--- src/rtl/riscv_core_div_seq.sv ---
// -----------------------------------------------------------------------------
// riscv_core_div_seq
//
// Iterative RISC-V M-extension divider: DIV/DIVU/REM/REMU and the RV64 word
// forms (DIVW/DIVUW/REMW/REMUW). One quotient bit per cycle, restoring
// datapath operating on operand magnitudes, followed by a sign-fix cycle.
// Divide-by-zero and signed overflow finish on a short path.
//
// Optional feature macro: DIV_FAST_SMALL_EN
//   When defined, a non-special op with |A| < |B| also finishes on the
//   short path (quotient 0, remainder = dividend).
//
// Ports:
//   i_div_clk          clock, rising edge
//   i_div_rstn         asynchronous active-low reset
//   i_div_start        request, sampled only in IDLE
//   i_div_kill         flush; returns to IDLE, no done, results untouched
//   i_div_srcA/srcB    dividend / divisor (XLEN)
//   i_div_control      00 DIV, 01 DIVU, 10 REM, 11 REMU
//   i_div_isword       W form (low XLEN/2 bits, result sign-extended)
//   o_div_busy         high in every state except IDLE
//   o_div_done         one-cycle completion pulse
//   o_div_result       result, held from done to the next done
//   o_div_div_by_zero  divisor was zero
//   o_div_overflow     signed overflow (most-negative / -1)
//   o_div_dbg_state    current FSM state (IDLE=0, CALC=1, FIX=2, DONE=3)
//
// Handshake: a request is accepted on a rising edge where i_div_start=1,
// i_div_kill=0 and the FSM is in IDLE (o_div_busy=0); operands are captured
// on that edge only. Completion is the single cycle with o_div_done=1, and
// o_div_result/flags are valid from then until the next completion. Starts
// while busy are dropped, not queued.
// -----------------------------------------------------------------------------
module riscv_core_div_seq #(
  parameter int XLEN = 64
) (
  input  logic            i_div_clk,
  input  logic            i_div_rstn,
  input  logic            i_div_start,
  input  logic            i_div_kill,
  input  logic [XLEN-1:0] i_div_srcA,
  input  logic [XLEN-1:0] i_div_srcB,
  input  logic [1:0]      i_div_control,
  input  logic            i_div_isword,
  output logic            o_div_busy,
  output logic            o_div_done,
  output logic [XLEN-1:0] o_div_result,
  output logic            o_div_div_by_zero,
  output logic            o_div_overflow,
  output logic [1:0]      o_div_dbg_state
);

  localparam int HALF = XLEN / 2;
  localparam int CW   = $clog2(XLEN);

  // Most-negative dividend as it appears after sign extension to XLEN.
  localparam logic [XLEN-1:0] MIN_D = {1'b1, {(XLEN-1){1'b0}}};
  localparam logic [XLEN-1:0] MIN_W = {{(HALF+1){1'b1}}, {(HALF-1){1'b0}}};

  typedef enum logic [1:0] {
    S_IDLE = 2'd0,
    S_CALC = 2'd1,
    S_FIX  = 2'd2,
    S_DONE = 2'd3
  } state_e;

  state_e          state_q, state_d;
  logic [CW-1:0]   cnt_q, cnt_d;
  logic            rem_op_q, rem_op_d;
  logic            isword_q, isword_d;
  logic            negq_q, negq_d;     // quotient must be negated
  logic            nega_q, nega_d;     // remainder takes negative sign
  logic [XLEN-1:0] divisor_q, divisor_d;
  logic [XLEN-1:0] quo_q, quo_d;       // dividend shifts out, quotient shifts in
  logic [XLEN-1:0] rem_q, rem_d;
  logic [XLEN-1:0] result_q, result_d;
  logic            dbz_q, dbz_d;
  logic            ovf_q, ovf_d;

  function automatic logic [XLEN-1:0] word_ext(input logic [XLEN-1:0] v,
                                               input logic            w);
    return w ? {{HALF{v[HALF-1]}}, v[HALF-1:0]} : v;
  endfunction

  // Operand decode from the live inputs; only used on the accepting edge.
  logic            op_signed, op_rem;
  logic [XLEN-1:0] a_ext, b_ext, a_mag, b_mag;
  logic            a_neg, b_neg, is_dbz, is_ovf;

  always_comb begin
    op_signed = ~i_div_control[0];
    op_rem    = i_div_control[1];
    if (i_div_isword) begin
      a_ext = op_signed ? {{HALF{i_div_srcA[HALF-1]}}, i_div_srcA[HALF-1:0]}
                        : {{HALF{1'b0}}, i_div_srcA[HALF-1:0]};
      b_ext = op_signed ? {{HALF{i_div_srcB[HALF-1]}}, i_div_srcB[HALF-1:0]}
                        : {{HALF{1'b0}}, i_div_srcB[HALF-1:0]};
    end else begin
      a_ext = i_div_srcA;
      b_ext = i_div_srcB;
    end
    a_neg  = op_signed & a_ext[XLEN-1];
    b_neg  = op_signed & b_ext[XLEN-1];
    a_mag  = a_neg ? (~a_ext + 1'b1) : a_ext;
    b_mag  = b_neg ? (~b_ext + 1'b1) : b_ext;
    is_dbz = (b_ext == '0);
    is_ovf = op_signed && (a_ext == (i_div_isword ? MIN_W : MIN_D)) &&
             (b_ext == {XLEN{1'b1}});
  end

  // One restoring step. The partial remainder is always below the divisor,
  // so the shifted value fits XLEN+1 bits and the top bit of the trial
  // difference is a clean borrow.
  logic [XLEN:0]   rem_shift, trial;
  logic            trial_ok;
  logic [XLEN-1:0] quo_fix, rem_fix, res_fix;

  always_comb begin
    rem_shift = {rem_q, quo_q[XLEN-1]};
    trial     = rem_shift - {1'b0, divisor_q};
    trial_ok  = ~trial[XLEN];
    quo_fix   = negq_q ? (~quo_q + 1'b1) : quo_q;
    rem_fix   = nega_q ? (~rem_q + 1'b1) : rem_q;
    res_fix   = word_ext(rem_op_q ? rem_fix : quo_fix, isword_q);
  end

  always_comb begin
    state_d   = state_q;
    cnt_d     = cnt_q;
    rem_op_d  = rem_op_q;
    isword_d  = isword_q;
    negq_d    = negq_q;
    nega_d    = nega_q;
    divisor_d = divisor_q;
    quo_d     = quo_q;
    rem_d     = rem_q;
    result_d  = result_q;
    dbz_d     = dbz_q;
    ovf_d     = ovf_q;

    if (i_div_kill) begin
      state_d = S_IDLE;
    end else begin
      unique case (state_q)
        S_IDLE: begin
          if (i_div_start) begin
            rem_op_d = op_rem;
            isword_d = i_div_isword;
            if (is_dbz) begin
              state_d  = S_DONE;
              result_d = word_ext(op_rem ? a_ext : {XLEN{1'b1}}, i_div_isword);
              dbz_d    = 1'b1;
              ovf_d    = 1'b0;
            end else if (is_ovf) begin
              state_d  = S_DONE;
              result_d = word_ext(op_rem ? '0 : a_ext, i_div_isword);
              dbz_d    = 1'b0;
              ovf_d    = 1'b1;
`ifdef DIV_FAST_SMALL_EN
            end else if (a_mag < b_mag) begin
              state_d  = S_DONE;
              result_d = word_ext(op_rem ? a_ext : '0, i_div_isword);
              dbz_d    = 1'b0;
              ovf_d    = 1'b0;
`endif
            end else begin
              state_d   = S_CALC;
              cnt_d     = i_div_isword ? CW'(HALF - 1) : CW'(XLEN - 1);
              divisor_d = b_mag;
              rem_d     = '0;
              // Word dividends are pre-aligned so their MSB shifts out first.
              quo_d     = i_div_isword ? (a_mag << HALF) : a_mag;
              negq_d    = a_neg ^ b_neg;
              nega_d    = a_neg;
            end
          end
        end
        S_CALC: begin
          rem_d = trial_ok ? trial[XLEN-1:0] : rem_shift[XLEN-1:0];
          quo_d = {quo_q[XLEN-2:0], trial_ok};
          cnt_d = cnt_q - 1'b1;
          if (cnt_q == '0) state_d = S_FIX;
        end
        S_FIX: begin
          state_d  = S_DONE;
          result_d = res_fix;
          dbz_d    = 1'b0;
          ovf_d    = 1'b0;
        end
        S_DONE:  state_d = S_IDLE;
        default: state_d = S_IDLE;
      endcase
    end
  end

  always_ff @(posedge i_div_clk or negedge i_div_rstn) begin
    if (!i_div_rstn) begin
      state_q   <= S_IDLE;
      cnt_q     <= '0;
      rem_op_q  <= 1'b0;
      isword_q  <= 1'b0;
      negq_q    <= 1'b0;
      nega_q    <= 1'b0;
      divisor_q <= '0;
      quo_q     <= '0;
      rem_q     <= '0;
      result_q  <= '0;
      dbz_q     <= 1'b0;
      ovf_q     <= 1'b0;
    end else begin
      state_q   <= state_d;
      cnt_q     <= cnt_d;
      rem_op_q  <= rem_op_d;
      isword_q  <= isword_d;
      negq_q    <= negq_d;
      nega_q    <= nega_d;
      divisor_q <= divisor_d;
      quo_q     <= quo_d;
      rem_q     <= rem_d;
      result_q  <= result_d;
      dbz_q     <= dbz_d;
      ovf_q     <= ovf_d;
    end
  end

  assign o_div_busy        = (state_q != S_IDLE);
  assign o_div_done        = (state_q == S_DONE);
  assign o_div_result      = result_q;
  assign o_div_div_by_zero = dbz_q;
  assign o_div_overflow    = ovf_q;
  assign o_div_dbg_state   = state_q;

endmodule

--- config.mk ---
export PLATFORM = sky130hd
export DESIGN_NAME = riscv_core_div_seq
export DESIGN_NICKNAME = d
export VERILOG_FILES = /design/src/rtl/riscv_core_div_seq.sv
export SDC_FILE = /design/constraint.sdc
export NUM_CORES = 1
export LEC_CHECK = 0
export BUFFER_PORTS_ARGS = -buffer_cell sky130_fd_sc_hd__buf_4
export CAP_MARGIN = 20
export CORE_ASPECT_RATIO = 1.4
export CORE_UTILIZATION = 55
export CTS_CLUSTER_SIZE = 40
export DETAILED_ROUTE_END_ITERATION = 10
export GPL_TIMING_DRIVEN = 0
export PLACE_DENSITY = 0.75
export SLEW_MARGIN = 20
export SYNTH_ARGS = -nofsm -noshare
export SYNTH_HDL_FRONTEND = slang
export SYNTH_SLANG_ARGS = --single-unit
--- constraint.sdc ---
create_clock -name i_div_clk -period 10.5 [get_ports i_div_clk]
set_input_delay 1.575 -clock i_div_clk [delete_from_list [all_inputs] [get_ports i_div_clk]]
set_output_delay 1.575 -clock i_div_clk [all_outputs]
set_load 0.05 [all_outputs]
[Word level (Yosys, flattened, before mapping)]
Index checks and enable logic that the tools add are counted.
Operators by class
  add/sub/neg operators: 6
  equality and inequality tests: 11
  mux-type cells: 48
  bitwise logic cells: 12
  reduce and logical (&&, ||, !) cells: 13
Operator list (count)
  $mux 64: 25
  $pmux 64 s2: 3
  $add 64x1->64 const B: 4
  $not 64->64: 4
  $sub 65x64->65: 1
  $eq 64x64->1: 1
  $eq 64x64->1 const B: 1
  $logic_not 64->1: 1
  $mux 63: 1
  $mux 6: 4
  $pmux 6 s2: 1
  $mux 2: 5
  $reduce_and 5->1: 2
  $ne 3x3->1 const B: 3
  $pmux 2 s4: 1
  $logic_not 6->1: 1
  $mux 1: 6
  $ne 2x2->1 const B: 3
  $reduce_bool 2->1: 3
  $sub 6x1->6 const B: 1
  $not 1->1: 5
  $eq 2x2->1 const B: 2
  $pmux 1 s2: 2
  $reduce_and 4->1: 1
  7 further kinds: 9
Word-level totals
  bits in registers: 270
  input bits: 135
  output and inout bits: 70
  logic and storage cells: 102

[Logic depth before layout (Yosys ltp)]
Gate-level depths: netlist (run 1).
  depth after elaboration: 10
  gate-level depth with buffers: 16
  mapped depth without buffers: 14

[Worst setup path before layout (run 1)]
OpenSTA, ideal clock, no wires.
  kind: input port to flip-flop
  start point: input port i_div_isword
  end point: register rem_q[52]
  setup time: 0.133 ns
  arrival time: 4.664 ns
  data required time: 10.367 ns
  setup slack: 5.703 ns
  cell stages on the path: 15
  buffers on the path: 4
  cell sequence: buf_2 or4_1 or2_0 or4_1 o41ai_1 nand3_1 o41ai_1 o21a_1 buf_2 nand2b_1 buf_2 buf_2 nor3b_1 a21oi_1 o21ai_0
On the way
  cells in the longest elaborated chain, start to end: 6
  elaborated cells between the ends (all ways): 11
  those cells by class: eq/ne (4); mux (3); reduce/logical (4)
RTL lines
  from (decl): line 44  | input logic i_div_isword,
  $mux 64 / $mux 63 (equally long branches): line 93, 107
  $eq 64x64->1: line 107  | is_ovf = op_signed && (a_ext == (i_div_isword ? MIN_W : MIN_D)) &&
  $logic_and 1x1->1 (2 in series): line 107
  $ne 2x2->1 (no line)
  $reduce_and 5->1 (no line) (*)
  to (signal assigned): line 219  | rem_q <= rem_d;
  to (decl): line 75  | logic [XLEN-1:0] rem_q, rem_d;
Mark *: on every way between the ends. The rest lies on a longest branch, timed or not.
A chain may end at the register's enable or synchronous reset.

[Final worst setup path (run 1)]
  start point: input port i_div_isword
  end point: register result_q[25], in the netlist o_div_result[25]
On the way
  cells in the longest elaborated chain, start to end: 7
  elaborated cells between the ends (all ways): 18
  those cells by class: eq/ne (3); mux (11); reduce/logical (4)
RTL lines
  branches (longest 7 deep; another with $mux 64)
  to (signal assigned): line 220  | result_q <= result_d;
  to (decl): line 76  | logic [XLEN-1:0] result_q, result_d;
Parallel ways; which one is timed is not known. The select of a mux whose other input is x is not followed.

==> reports/results.ini, run 1 <==
[finish]
layout.nets = 3449
area_delta_synth_final_pct = 14.1
final_area_sq_mm = 0.0262
regArea_sq_mm = 0.00676
multiInputGateArea_sq_mm = 0.0150
drive_above_1_share_pct = 9.48
num-fill-cells = 3680

[clock_tree]
cts_root_buf = clkbuf_16
cts.sink_count = 270
hold_buffers = 0
clock_path_buffers = 3
cts_setup_buffers = 0
cts_tree = yes
h-tree-depth = 1
cts_buffers = 29
cts-resized-gates = 0
insertion_delay_ps = 630
cts.reportedPaths.clkPinSlew_ps = 60

[sta]
min_period_ps = 7460
setup_violations = 0
max_freq_ghz = 0.134
hold_viol = 0
slew_viol_final = 0
setup_tns_ps = 0
finClkSkew_ps = 32.2
fin_crit_sh_pct = 71.0
tightest_slew_ps = 1260
relSlewSlack_pct = 15.6
rsz0062_at_grt = no

[floorplanning]
die_area_sq_mm = 0.0425
fp.dieW_microns = 175
rows = 88
die_y_microns = 244
io_pins = 205
start_util_pct = 55.7
core_area_sq_mm = 0.0412

[route]
final_antenna_net_count = 0
first_pass_iters = 10
remaining_drc_errors = 0
routedWlPerCell_microns = 28.4
wl_microns = 108000
via_per_inst = 6.99
vias = 26615
drt-initial-drc-count = 3724

[global_routing]
grt_pass1_wl_microns = 159000
antenna_found_initial = 8
met3_usage_pct = 15.6
overflow = 0
grt_pass1_vias = 25801
grt-busiest-layer = met2
track_usage_pct = 50.2
grt_use_met2_pct = 78.9
grt_max_degree = 99
grtUsageMet1_pct = 53.4

[worst_hold_path]
hold_class = reg2reg

[power]
ir_worst_vdd_mv = 0.163
power_mw = 6.29
p_leak_nw = 11.1
p_per_area_mw_per_mm2 = 241

[setup_path]
start_kind = input pin
crit_type = in2reg
cp-end-kind = flip-flop
critPathRequiredTime_ps = 11040
cp_max_fo = 12
worst-endpoint-arrival_ps = 8000

[synth]
synth.cell_area_sq_mm = 0.0229
syn_nets = 3220
yosysMostFrequentCell = a21oi_1
synth.distinct_cells = 82
yosys.area.top_type = dfrtp_1
synth-seq-cells = 270
synth.top_cell.area_share_pct = 29.5
synthTopCellsByCount = a21oi_1, nand2_1, o21ai_0
yosys-top-cells-area = dfrtp_1, a21oi_1, o21ai_0
yosysWarnings = 0
synthArstFlopShare_pct = 100
netlist_instances = 3009
synth-main-ff-cell = dfrtp_1
yosysSeqAreaShare_pct = 29.5
avgSynthCellArea_sq_um = 7.62
synth_edf_count = 0

[placed_design]
dp_hpwl_microns = 82800
gp_congestion = 1.17
portBuffers = 194
place_area_sq_mm = 0.0251

[run_status]
status = finished clean

[job]
drv_cap = 0

[cells in the final DEF, fill, tap and decap left out, types with 16 or more instances in the layout]
cell type  instances
nand3_1           41
a21oi_1          319
nand4_1           37
buf_1             20
o22ai_1           17
a221o_1           24
nand2b_1          23
clkbuf_16         29
ha_1              75
xnor2_1          141
a211oi_1          33
dfrtp_1          270
buf_4            194
o211ai_1          16
mux2i_1           57
nor3_1            66
or3_1             28
clkbuf_1         147
a21o_1            36
nor2_1           306
o31ai_1           80
inv_1            105
or4_1             40
buf_2             28
nand2_1          316
o21a_1            16
nor4_1            37
xor2_1           155
o41ai_1           36
a31oi_1           39
o21ai_0          309
[metal layers]
layer | share of wire (%) | vias up
met3 | 11 | 701
met2 | 45 | 2117
met4 | 11 | 4
li1 | - | 11368
met1 | 33 | 12425
met5 | 0.024 | -
[flip-flops by register name (all words and copies together), names as in the netlist]
register           count
isword_q               1
o_div_dbg_state        2
divisor_q             64
o_div_div_by_zero      1
o_div_overflow         1
o_div_result          64
rem_q                 64
cnt_q                  6
quo_q                 64
negq_q                 1
rem_op_q               1
nega_q                 1
[through the flow]
stage	cells	setup slack (ps)	utilization, %	hold WS (ps)
after floorplan	3009	5700	-	449
after global placement	3743	2860	60.9	461
after detailed placement	3746	2950	61.1	471
after CTS	3799	3570	63.4	484
after global routing	3801	3150	63.5	508
final	3810	3040	63.5	477
[power by group]
part	switching, mW	internal (mW)
logic	2.36	1.06
registers	0.364	1.41
clock network	0.476	0.618
total	3.20	3.09
[worst max-delay path, cell delays in order]
cell and delay, ps:
buf_2 300, inv_1 200, clkbuf_1 870, nand2_1 410, o41a_1 540, or3_1 380, nor4_1 600, a21boi_1 270
o21ai_1 1040, clkbuf_1 890, buf_2 620, nor2_1 110, a21oi_1 160
[kinds of logic after synthesis]
family / count (synthesis) / share of synthesized area [%]
AO/OA/AOI/OAI: 1018 / 27.1
XOR/XNOR: 296 / 11.3
adder cells (fa/ha/maj): 77 / 4.22
buffers and inverters: 296 / 5.00
flip-flops: 270 / 29.5
multiplexers: 58 / 2.54
AND/OR/NAND/NOR: 994 / 20.4
[final cells by class]
| class | count | area share (%) |
|---|---|---|
| multi-input cells | 2443 | 57.5 |
| diodes | 10 | 0.0957 |
| well taps | 540 | 2.58 |
| repair buffers | 198 | 5.87 |
| plain buffers | 191 | 2.89 |
| inverters | 105 | 1.51 |
| flip-flops and latches | 270 | 25.8 |
| clock buffers | 41 | 3.14 |
| clock inverters | 12 | 0.593 |
[worst paths after layout]
kind | to | slack (ps) | depth (start not counted) | start
max in group asynchronous | divisor_q[49]$_DFFE_PN0P_ | 8590 | 2 | i_div_rstn
min | divisor_q[42]$_DFFE_PN0P_ | 480 | 2 | divisor_q[42]$_DFFE_PN0P_
max reg2reg | rem_q[60]$_DFFE_PN0P_ | 4730 | 15 | rem_q[21]$_DFFE_PN0P_
min in group asynchronous | quo_q[13]$_DFFE_PN0P_ | 920 | 1 | i_div_rstn
max | o_div_result[25]$_DFFE_PN0P_ | 3040 | 13 | i_div_isword
min reg2reg | divisor_q[42]$_DFFE_PN0P_ | 480 | 2 | divisor_q[42]$_DFFE_PN0P_
(Power assumes the default switching activity.)
==> run 2: changes to the inputs <==
Settings changed: PLACE_DENSITY 0.75 to 0.78.
Clock period 10.5 ns to 6.7 ns, I/O delays scaled along.
==> run 2 against run 1 <==
Effect of this change: the run now ends with negative setup slack left; first-iteration DRC count up 4.7%; critical path depth shrank 3; power is 57% higher; combinational power rose by 56%; non-clock buffer count increased by 1; critical path type unchanged.
==> reports/results.ini, run 2 (same netlist as run 1, synthesis figures left out) <==
[run_status]
status = finished, violations left
violations = negative setup slack

[floorplanning]
die_area_sq_mm = 0.0425
core_area_sq_mm = 0.0412
die_y_microns = 244
rows = 88
fp.dieW_microns = 175
io_pins = 205
start_util_pct = 55.7

[placed_design]
dp_slack_ps = -317
dp_hpwl_microns = 82600
gp_congestion = 1.15
portBuffers = 194
dp_cells = 3746

[finish]
fin_util_pct = 63.5
drive_above_1_share_pct = 9.57
final_cell_mix = a21oi_1, nand2_1, o21ai_0
num-fill-cells = 3711
final_cells = 3802
layout.nets = 3450
area_delta_synth_final_pct = 14.1
layout_commonest_cell = a21oi_1

[setup_path]
cp_max_fo = 10
cp-end-kind = flip-flop
crit_type = in2reg
worst-endpoint-arrival_ps = 7530
critPathRequiredTime_ps = 7220
start_kind = input pin
r2r_cells = 15

[clock_tree]
cts_setup_buffers = 0
h-tree-depth = 1
cts.reportedPaths.clkPinSlew_ps = 70
cts_tree = yes
cts.sink_count = 270
cts_root_buf = clkbuf_16
cts_buffers = 29
hold_buffers = 0
insertion_delay_ps = 610
clock_path_buffers = 3

[route]
final_antenna_net_count = 0
remaining_drc_errors = 0
first_pass_iters = 7
routedWlPerCell_microns = 28.5
vias = 26230
wl_microns = 108000
drt-initial-drc-count = 3899
via_per_inst = 6.90

[global_routing]
grt_pass1_wl_microns = 158000
grt_max_degree = 94
grtUsageMet1_pct = 55.0
track_usage_pct = 50.2
grt_pass1_vias = 25351
grt_use_met2_pct = 78.2
grt-busiest-layer = met2
overflow = 0
antenna_found_initial = 4
met3_usage_pct = 15.0

[sta]
setup_tns_ps = -3450
fin_crit_sh_pct = 105
tightest_slew_ps = 1290
hold_viol = 0
max_freq_ghz = 0.143
slew_viol_final = 0
min_period_ps = 7010
fin_ws_ps = -309
rsz0062_at_grt = no
setup_violations = 23
finClkSkew_ps = 29.6
relSlewSlack_pct = 13.3

[power]
seq_power_share_pct = 28.5
p_leak_nw = 11.2
p_clk_share_pct = 17.4
cellInternalPower_mw = 4.85
power_switching_mw = 5.03
p_per_area_mw_per_mm2 = 378
ir_worst_vdd_mv = 0.321
power_mw = 9.89
combinationalPowerShare_pct = 54.0
swShare_pct = 50.9

[job]
drv_cap = 0

[worst_hold_path]
hold_class = in2async

## run 2: cell types whose count changed in the layout (fill, tap and decap cells not counted), sizes merged
cell | before | now
clkinv | 6 | 5
inv | 106 | 108
diode | 10 | 1
clkdlybuf4s18 | 1 | 0
clkinvlp | 2 | 1
clkbuf | 184 | 185
buf | 245 | 246
## run 2: area by class of cell
| cell class | count | area [sq um] | share of cell area [%] |
|---|---|---|---|
| clock inverter | 12 | 153 | 0.583 |
| sequential | 270 | 6760 | 25.8 |
| inverter | 105 | 394 | 1.51 |
| timing repair buffer | 199 | 1540 | 5.90 |
| clock buffer | 41 | 841 | 3.21 |
| buffer | 191 | 753 | 2.88 |
| tap | 540 | 676 | 2.58 |
| multi-input combinational | 2443 | 15000 | 57.5 |
| antenna | 1 | 2.50 | 0.00956 |
## run 2: worst max-delay path: stages
cell and delay, ps:
buf_2 370, clkbuf_1 900, clkbuf_1 1000, clkbuf_1 670, buf_1 890, buf_1 980
buf_1 590, clkbuf_1 710, o21ai_0 260, nand3_1 110
## run 2: path summary, 6_finish.rpt
| kind | startpoint | end | slack, ps |
|---|---|---|---|
| worst max register to register | rem_q[21]$_DFFE_PN0P_ | rem_q[55]$_DFFE_PN0P_ | 1020 |
| max in group asynchronous | i_div_rstn | divisor_q[59]$_DFFE_PN0P_ | 5330 |
| min in group i_div_clk | divisor_q[37]$_DFFE_PN0P_ | divisor_q[37]$_DFFE_PN0P_ | 480 |
| worst min-delay path | i_div_rstn | o_div_result[17]$_DFFE_PN0P_ | 400 |
| worst max-delay path | i_div_isword | quo_q[44]$_DFFE_PN0P_ | -310 |
| worst min register to register | divisor_q[37]$_DFFE_PN0P_ | divisor_q[37]$_DFFE_PN0P_ | 480 |
## run 2: through the flow
| stage | area (sq um) | hold WS, ps |
|---|---|---|
| after floorplan | 22900 | 449 |
| after global placement | 25100 | 463 |
| after detailed placement | 25100 | 468 |
| after CTS | 26100 | 425 |
| after global routing | 26200 | 452 |
| final | 26200 | 396 |
## run 2: layer usage
metal  share of wire (%)  wire [microns]  vias up
met1                  33           35800    12258
met5               0.018              19        -
met2                  44           47900     1976
met3                  12           12700      634
li1                    -               -    11358
met4                  11           11800        4
## run 2: timing repair
| action | in CTS | in global routing |
|---|---|---|
| endpoints found under the hold margin | 0 | 0 |
| endpoints found under the setup margin | 0 | 10 |
| resized for setup | 0 | 1 |
## run 2: power groups by stage
stage | Clock (mW) | Sequential (mW) | Combinational [mW]
2_1_floorplan | 0 | 3.23 | 2.84
4_1_cts | 1.71 | 2.77 | 5.13
3_3_place_gp | 0 | 2.76 | 5.00
5_1_grt | 1.76 | 2.85 | 5.64
3_5_place_dp | 0 | 2.79 | 5.09
6_report | 1.72 | 2.82 | 5.34
